## src/rtl/alu_pkg.sv

```systemverilog
`default_nettype none
// +------------------------------------------------------------------+
// | alu_pkg -- ALU operation codes, RV opcodes, result-select codes  |
// | Revision: 1.0                                                    |
// +------------------------------------------------------------------+
package alu_pkg;

  localparam logic [5:0] c_ALU_ADD = 6'b000000;
  localparam logic [5:0] c_ALU_SUB = 6'b000001;
  localparam logic [5:0] c_ALU_AND = 6'b100000;
  localparam logic [5:0] c_ALU_OR  = 6'b100001;
  localparam logic [5:0] c_ALU_XOR = 6'b100011;
  localparam logic [5:0] c_ALU_SLL = 6'b110011;
  localparam logic [5:0] c_ALU_SRL = 6'b110010;
  localparam logic [5:0] c_ALU_SRA = 6'b110000;

  localparam logic [6:0] c_OPC_OP     = 7'b0110011;
  localparam logic [6:0] c_OPC_OP_IMM = 7'b0010011;
  localparam logic [6:0] c_OPC_LUI    = 7'b0110111;
  localparam logic [6:0] c_OPC_AUIPC  = 7'b0010111;
  localparam logic [6:0] c_OPC_LOAD   = 7'b0000011;
  localparam logic [6:0] c_OPC_STORE  = 7'b0100011;
  localparam logic [6:0] c_OPC_BRANCH = 7'b1100011;
  localparam logic [6:0] c_OPC_JAL    = 7'b1101111;
  localparam logic [6:0] c_OPC_JALR   = 7'b1100111;

  typedef enum logic [1:0] {
    CMP_ALU    = 2'b00,
    CMP_SLT    = 2'b01,
    CMP_SLTU   = 2'b10,
    CMP_BRANCH = 2'b11
  } cmp_sel_e;

endpackage
`default_nettype wire

```

## src/rtl/alu_op_decoder.sv

```systemverilog
`default_nettype none
// +------------------------------------------------------------------+
// | alu_op_decoder -- RV64I opcode/funct decode into ALU operands/op |
// | Revision: 1.0                                                    |
// +------------------------------------------------------------------+
module alu_op_decoder
  import alu_pkg::*;
#(
  parameter int WORDSIZE = 64,
  parameter int SHAMT_W  = 6
) (
  input  logic [6:0]          i_opcode,
  input  logic [2:0]          i_funct3,
  input  logic                i_funct7b5,
  input  logic [WORDSIZE-1:0] i_rs1,
  input  logic [WORDSIZE-1:0] i_rs2,
  input  logic [WORDSIZE-1:0] i_imm,
  input  logic [WORDSIZE-1:0] i_pc,
  output logic [WORDSIZE-1:0] o_a,
  output logic [WORDSIZE-1:0] o_b,
  output logic [5:0]          o_op,
  output logic [1:0]          o_cmp,
  output logic                o_illegal
);

  logic [WORDSIZE-1:0] w_src2;
  logic [WORDSIZE-1:0] w_shamt;

  assign w_src2  = (i_opcode == c_OPC_OP) ? i_rs2 : i_imm;
  assign w_shamt = {{(WORDSIZE-SHAMT_W){1'b0}}, w_src2[SHAMT_W-1:0]};

  always_comb begin
    o_a       = '0;
    o_b       = '0;
    o_op      = c_ALU_ADD;
    o_cmp     = CMP_ALU;
    o_illegal = 1'b0;
    case (i_opcode)
      c_OPC_OP, c_OPC_OP_IMM: begin
        o_a = i_rs1;
        o_b = w_src2;
        case (i_funct3)
          3'b000: o_op = (i_opcode == c_OPC_OP && i_funct7b5) ? c_ALU_SUB : c_ALU_ADD;
          3'b001: begin o_op = c_ALU_SLL; o_b = w_shamt; end
          3'b010: begin o_op = c_ALU_SUB; o_cmp = CMP_SLT; end
          3'b011: begin o_op = c_ALU_SUB; o_cmp = CMP_SLTU; end
          3'b100: o_op = c_ALU_XOR;
          3'b101: begin o_op = i_funct7b5 ? c_ALU_SRA : c_ALU_SRL; o_b = w_shamt; end
          3'b110: o_op = c_ALU_OR;
          default: o_op = c_ALU_AND;
        endcase
      end
      c_OPC_LUI: o_b = i_imm;
      c_OPC_AUIPC: begin o_a = i_pc; o_b = i_imm; end
      // Loads: LB..LWU exist in RV64I, funct3=111 does not
      c_OPC_LOAD:
        if (i_funct3 != 3'b111) begin o_a = i_rs1; o_b = i_imm; end
        else o_illegal = 1'b1;
      c_OPC_STORE:
        if (!i_funct3[2]) begin o_a = i_rs1; o_b = i_imm; end
        else o_illegal = 1'b1;
      c_OPC_BRANCH:
        if (i_funct3[2:1] != 2'b01) begin
          o_a   = i_rs1;
          o_b   = i_rs2;
          o_op  = c_ALU_SUB;
          o_cmp = CMP_BRANCH;
        end else o_illegal = 1'b1;
      c_OPC_JAL: begin o_a = i_pc; o_b = WORDSIZE'(4); end
      c_OPC_JALR:
        if (i_funct3 == 3'b000) begin o_a = i_pc; o_b = WORDSIZE'(4); end
        else o_illegal = 1'b1;
      default: o_illegal = 1'b1;
    endcase
  end

endmodule
`default_nettype wire

```

## src/rtl/alu_issue_stage.sv

```systemverilog
`default_nettype none
// +------------------------------------------------------------------+
// | alu_issue_stage -- ALU operand select with 2-entry skid buffer   |
// | Revision: 1.0                                                    |
// +------------------------------------------------------------------+
module alu_issue_stage
  import alu_pkg::*;
#(
  parameter int WORDSIZE = 64,
  parameter int SHAMT_W  = 6
) (
  input  logic                clk,
  input  logic                rst_n,
  input  logic                flush,
  input  logic                in_valid,
  output logic                in_ready,
  input  logic [6:0]          in_opcode,
  input  logic [2:0]          in_funct3,
  input  logic                in_funct7b5,
  input  logic [4:0]          in_rd,
  input  logic [WORDSIZE-1:0] in_rs1_val,
  input  logic [WORDSIZE-1:0] in_rs2_val,
  input  logic [WORDSIZE-1:0] in_imm,
  input  logic [WORDSIZE-1:0] in_pc,
  output logic                out_valid,
  input  logic                out_ready,
  output logic [WORDSIZE-1:0] out_a,
  output logic [WORDSIZE-1:0] out_b,
  output logic [5:0]          out_op,
  output logic [1:0]          out_cmp,
  output logic [2:0]          out_funct3,
  output logic [4:0]          out_rd,
  output logic                out_illegal
);

  localparam int c_PW = 2*WORDSIZE + 6 + 2 + 3 + 5 + 1;

  logic [WORDSIZE-1:0] w_dec_a;
  logic [WORDSIZE-1:0] w_dec_b;
  logic [5:0]          w_dec_op;
  logic [1:0]          w_dec_cmp;
  logic                w_dec_ill;
  logic [c_PW-1:0]     w_in_pl;
  logic                w_accept;
  logic                w_main_free;

  logic [c_PW-1:0]     r_main_pl;
  logic [c_PW-1:0]     r_skid_pl;
  logic                r_main_v;
  logic                r_skid_v;

  alu_op_decoder #(
    .WORDSIZE (WORDSIZE),
    .SHAMT_W  (SHAMT_W)
  ) u_dec (
    .i_opcode   (in_opcode),
    .i_funct3   (in_funct3),
    .i_funct7b5 (in_funct7b5),
    .i_rs1      (in_rs1_val),
    .i_rs2      (in_rs2_val),
    .i_imm      (in_imm),
    .i_pc       (in_pc),
    .o_a        (w_dec_a),
    .o_b        (w_dec_b),
    .o_op       (w_dec_op),
    .o_cmp      (w_dec_cmp),
    .o_illegal  (w_dec_ill)
  );

  assign w_in_pl     = {w_dec_a, w_dec_b, w_dec_op, w_dec_cmp, in_funct3, in_rd, w_dec_ill};
  assign w_accept    = in_valid & in_ready & ~flush;
  assign w_main_free = ~r_main_v | out_ready;

  // in_ready comes straight from a flop, so out_ready never reaches it combinationally
  always_ff @(posedge clk) begin
    if (!rst_n) begin
      r_main_v  <= 1'b0;
      r_skid_v  <= 1'b0;
      r_main_pl <= '0;
      r_skid_pl <= '0;
    end else if (flush) begin
      r_main_v <= 1'b0;
      r_skid_v <= 1'b0;
    end else if (w_main_free) begin
      if (r_skid_v) begin
        r_main_pl <= r_skid_pl;
        r_main_v  <= 1'b1;
        r_skid_v  <= 1'b0;
      end else begin
        r_main_v <= w_accept;
        if (w_accept) r_main_pl <= w_in_pl;
      end
    end else if (w_accept) begin
      r_skid_pl <= w_in_pl;
      r_skid_v  <= 1'b1;
    end
  end

  assign in_ready  = ~r_skid_v;
  assign out_valid = r_main_v;
  assign {out_a, out_b, out_op, out_cmp, out_funct3, out_rd, out_illegal} = r_main_pl;

endmodule
`default_nettype wire

```

## config.mk

```make
export PLATFORM = sky130hd
export DESIGN_NAME = alu_issue_stage
export DESIGN_NICKNAME = d
export VERILOG_FILES = /design/src/rtl/alu_pkg.sv /design/src/rtl/alu_op_decoder.sv /design/src/rtl/alu_issue_stage.sv
export SDC_FILE = /design/constraint.sdc
export NUM_CORES = 1
export LEC_CHECK = 0
export ABC_AREA = 1
export CAP_MARGIN = 20
export CORE_ASPECT_RATIO = 2
export CORE_MARGIN = 3
export CORE_UTILIZATION = 40
export CTS_BUF_LIST = sky130_fd_sc_hd__clkbuf_16
export DETAILED_ROUTE_END_ITERATION = 8
export GPL_ROUTABILITY_DRIVEN = 0
export GPL_TIMING_DRIVEN = 0
export PLACE_DENSITY = 0.75
export SYNTH_ARGS = -nofsm -noshare
export SYNTH_HDL_FRONTEND = slang
export SYNTH_SLANG_ARGS = --single-unit
```

## constraint.sdc

```tcl
create_clock -name clk -period 4.5 [get_ports clk]
set_input_delay 0.9 -clock clk [delete_from_list [all_inputs] [get_ports clk]]
set_output_delay 0.9 -clock clk [all_outputs]
set_load 0.01 [all_outputs]
```

==> flow_summary.ini <==
[placement]
pre_cts_slack_ns = 1.04
hpwl_um = 65700
io_buffer_count = 420
place_inst = 4363

[cts]
h-tree-depth = 1
cts.sinks = 288
clkTransAtPathRegs_ns = 0.07
numCtsBuffers = 28
ctsHoldBuffers = 0
cts_setup_buffers = 0
cts_resized = 0
max-clock-path-buffers = 3
cts-root-buf = clkbuf_16
cts_tree = built
clock_latency_ns = 0.58

[floorplan]
dieWidth_um = 162
num_io_pins = 424
die_area_um2 = 51300
start_util_pct = 40.7
rows = 113
core_um2 = 47600
die_y_um = 317

[yosys]
synthCells = 3310
yosys_register_bits = 288
synthesis.area_um2 = 19400
yosys.area.top_type_share_pct = 29.8
synth_area_leaders = dfxtp_1 30%, nand2_1 17%, nand3_1 13%
synth_area_per_cell_um2 = 5.85
synth_top_area_cell = dfxtp_1
synth.yosys.warnings = 0
seq_area_frac_synth_pct = 29.8
yosysUniqueCellTypes = 28

[global_route]
track_usage_pct = 32.2
grt_max_degree = 15
grt_remaining_overflow = 0
use_met2_pct = 59.2
grt_pass1_wl_um = 129000
busiest_layer = met2
antenna_found_initial = 10
grt_pass1_vias = 23085
grt_use_met1_pct = 32.5
grtUsageMet3_pct = 6.14

[layout]
layoutNonFillerInstCount = 4422
area_growth_pct = 30.6
multi_input_area_um2 = 10900
nets = 4038
register_area_um2 = 5770
fillerInstances = 4885
drive_gt1_share_pct = 5.98

[job]
max_cap_viol_count = 0

[worst_setup_path]
arrival_ns = 2.41
critPathBufInv = 4
regToRegStartpoint = r_skid_v
cp-start-kind = flop
r2r_slack_ns = 1.90
crit_path_end_kind = primary output
r2r-end = r_main_pl[87]
critical-path-max-stage-delay_ns = 0.67
crit_required_ns = 3.60
slowest_stage = clkdlybuf4s50_1
reg2regPathDepth = 9
worst-path-max-fanout = 10
crit_family = buffers and inverters
worstPathCellList = buf_4 -> inv_4 -> clkbuf_1 -> clkdlybuf4s50_1
worstSetupPathType = flop to primary output

[hold_path]
hp-class = flop to flop
whs_path_depth = 2
worstHoldEndpoint = r_skid_pl[12]
hp-start = r_skid_pl[12]

[drt]
drc = 0
wire_per_inst_um = 19.4
ant_nets = 0
drt_iter0_drc = 2117
drt_wl_total_um = 86000
via_count = 23777
first_pass_iters = 6
via_per_inst = 5.38

[timing]
worstMarginPinSlew_ns = 1.12
slew_violations = 0
skew_ns = 0.0212
tns_ns = 0
slew_headroom_pct = 25.4
fmax_ghz = 0.302
finalHoldViolCount = 0
fin_crit_ns = 3.31
fin_ws_ns = 1.19
grt_setup_unrepaired = false
setup_violations = 0
period_share_pct = 73.6

[power]
ir_drop_mv = 0.264
leakage_uw = 0.0117
p_per_area_nw_per_um2 = 243

[outcome]
status = finished, final reports clean
[registers in the layout, summed over array words and instances, names as in the netlist]
register,count
r_main_pl,143
r_skid_pl,143
out_valid,1
r_skid_v,1
[worst register-to-register path: stages (launching register included)]
cell     delay, ns
dfxtp_1       0.33
buf_4         0.30
inv_4         0.15
o21ai_2       0.11
nand3_2       0.37
inv_2         0.37
buf_4         0.32
buf_2         0.32
o21ai_0       0.14
a21oi_1       0.14
[cell usage after synthesis]
| cell type | n |
|---|---|
| a21oi_1 | 275 |
| nand3_1 | 515 |
| o31ai_1 | 1 |
| inv_4 | 1 |
| conb_1 | 1 |
| buf_4 | 50 |
| dfxtp_1 | 288 |
| nand3b_1 | 129 |
| nor2_4 | 1 |
| nand2_2 | 3 |
| nor3_1 | 2 |
| or2_1 | 1 |
| o21ai_1 | 68 |
| nor3_2 | 1 |
| o21bai_1 | 1 |
| nand2_4 | 1 |
| buf_1 | 21 |
| nor2_2 | 7 |
| nand3_2 | 1 |
| o21ai_0 | 221 |
| nand2_1 | 877 |
| inv_2 | 6 |
| clkbuf_1 | 89 |
| nor2_1 | 289 |
| inv_1 | 335 |
| o21ai_2 | 1 |
| a31oi_1 | 8 |
| buf_2 | 117 |
[logic make-up (layout without fill, tap and decap cells)]
| family | count (synthesis) | count (layout) | synth area share [%] |
|---|---|---|---|
| simple gates | 1827 | 1827 | 41.5 |
| buf+inv | 619 | 1086 | 13.7 |
| compound gates | 575 | 575 | 15.0 |
| flops | 288 | 288 | 29.8 |
| other cells | 1 | 14 | 0.0194 |
[final cells by class]
class / instances / share of cell area, %
clock inverter: 19 / 0.791
multi-input combinational: 2404 / 43.3
clock buffer: 28 / 2.77
tap: 632 / 3.13
timing repair buffer: 420 / 16.6
sequential: 288 / 22.8
inverter: 342 / 5.08
antenna: 12 / 0.119
buffer: 277 / 5.43
[worst max-delay path by stage]
stage / from / end / slack, ns / depth (start not counted)
after floorplan: in_opcode[3] / r_skid_pl[75] / 2.44 / 12
after global placement: in_funct3[0] / r_main_pl[106] / 1.06 / 10
after detailed placement: in_funct3[0] / r_main_pl[106] / 1.04 / 10
after CTS: r_skid_v / in_ready / 1.17 / 4
after global routing: r_skid_v / in_ready / 1.11 / 4
final: r_skid_v / in_ready / 1.19 / 4
[stage by stage]
stage / utilization, % / instance area (um^2) / power (uW) / hold slack [ns]
finish: 53.1 / 25300 / 6150 / 0.479
global route: 53.1 / 25300 / 6310 / 0.491
CTS: 53.0 / 25300 / 6140 / 0.475
detailed placement: 51.1 / 24400 / 3750 / 0.463
global placement: 51.1 / 24400 / 3750 / 0.460
floorplan: - / 19400 / 3120 / 0.444
[cell usage in the layout (no fill, tap or decap), types with 2 or more instances in the layout]
cell type,synthesis,layout
nand2_1,877,877
nand3_1,515,515
clkdlybuf4s50_1,0,420
inv_1,335,341
nor2_1,289,289
dfxtp_1,288,288
a21oi_1,275,275
o21ai_0,221,221
nand3b_1,129,129
buf_2,117,117
clkbuf_1,89,89
o21ai_1,68,68
buf_4,50,50
clkbuf_16,0,28
buf_1,21,21
diode_2,0,12
a31oi_1,8,8
nor2_2,7,7
inv_2,6,6
clkinv_1,0,4
bufinv_16,0,4
nand2_2,3,3
nor3_1,2,2
conb_1,1,2
clkinv_2,0,2
[power breakdown]
group          internal (uW)  switching [uW]  leakage [uW]  total (uW)
Clock                   1350            1080      0.000459        2440
Sequential              2630            53.4       0.00234        2680
Combinational            474             560       0.00887        1030
[layer usage]
layer	vias up	wire, um
met5	-	61
met4	6	6770
met3	344	6800
met2	1117	43300
met1	10758	29000
li1	11552	-
(Power assumes the default switching activity.)
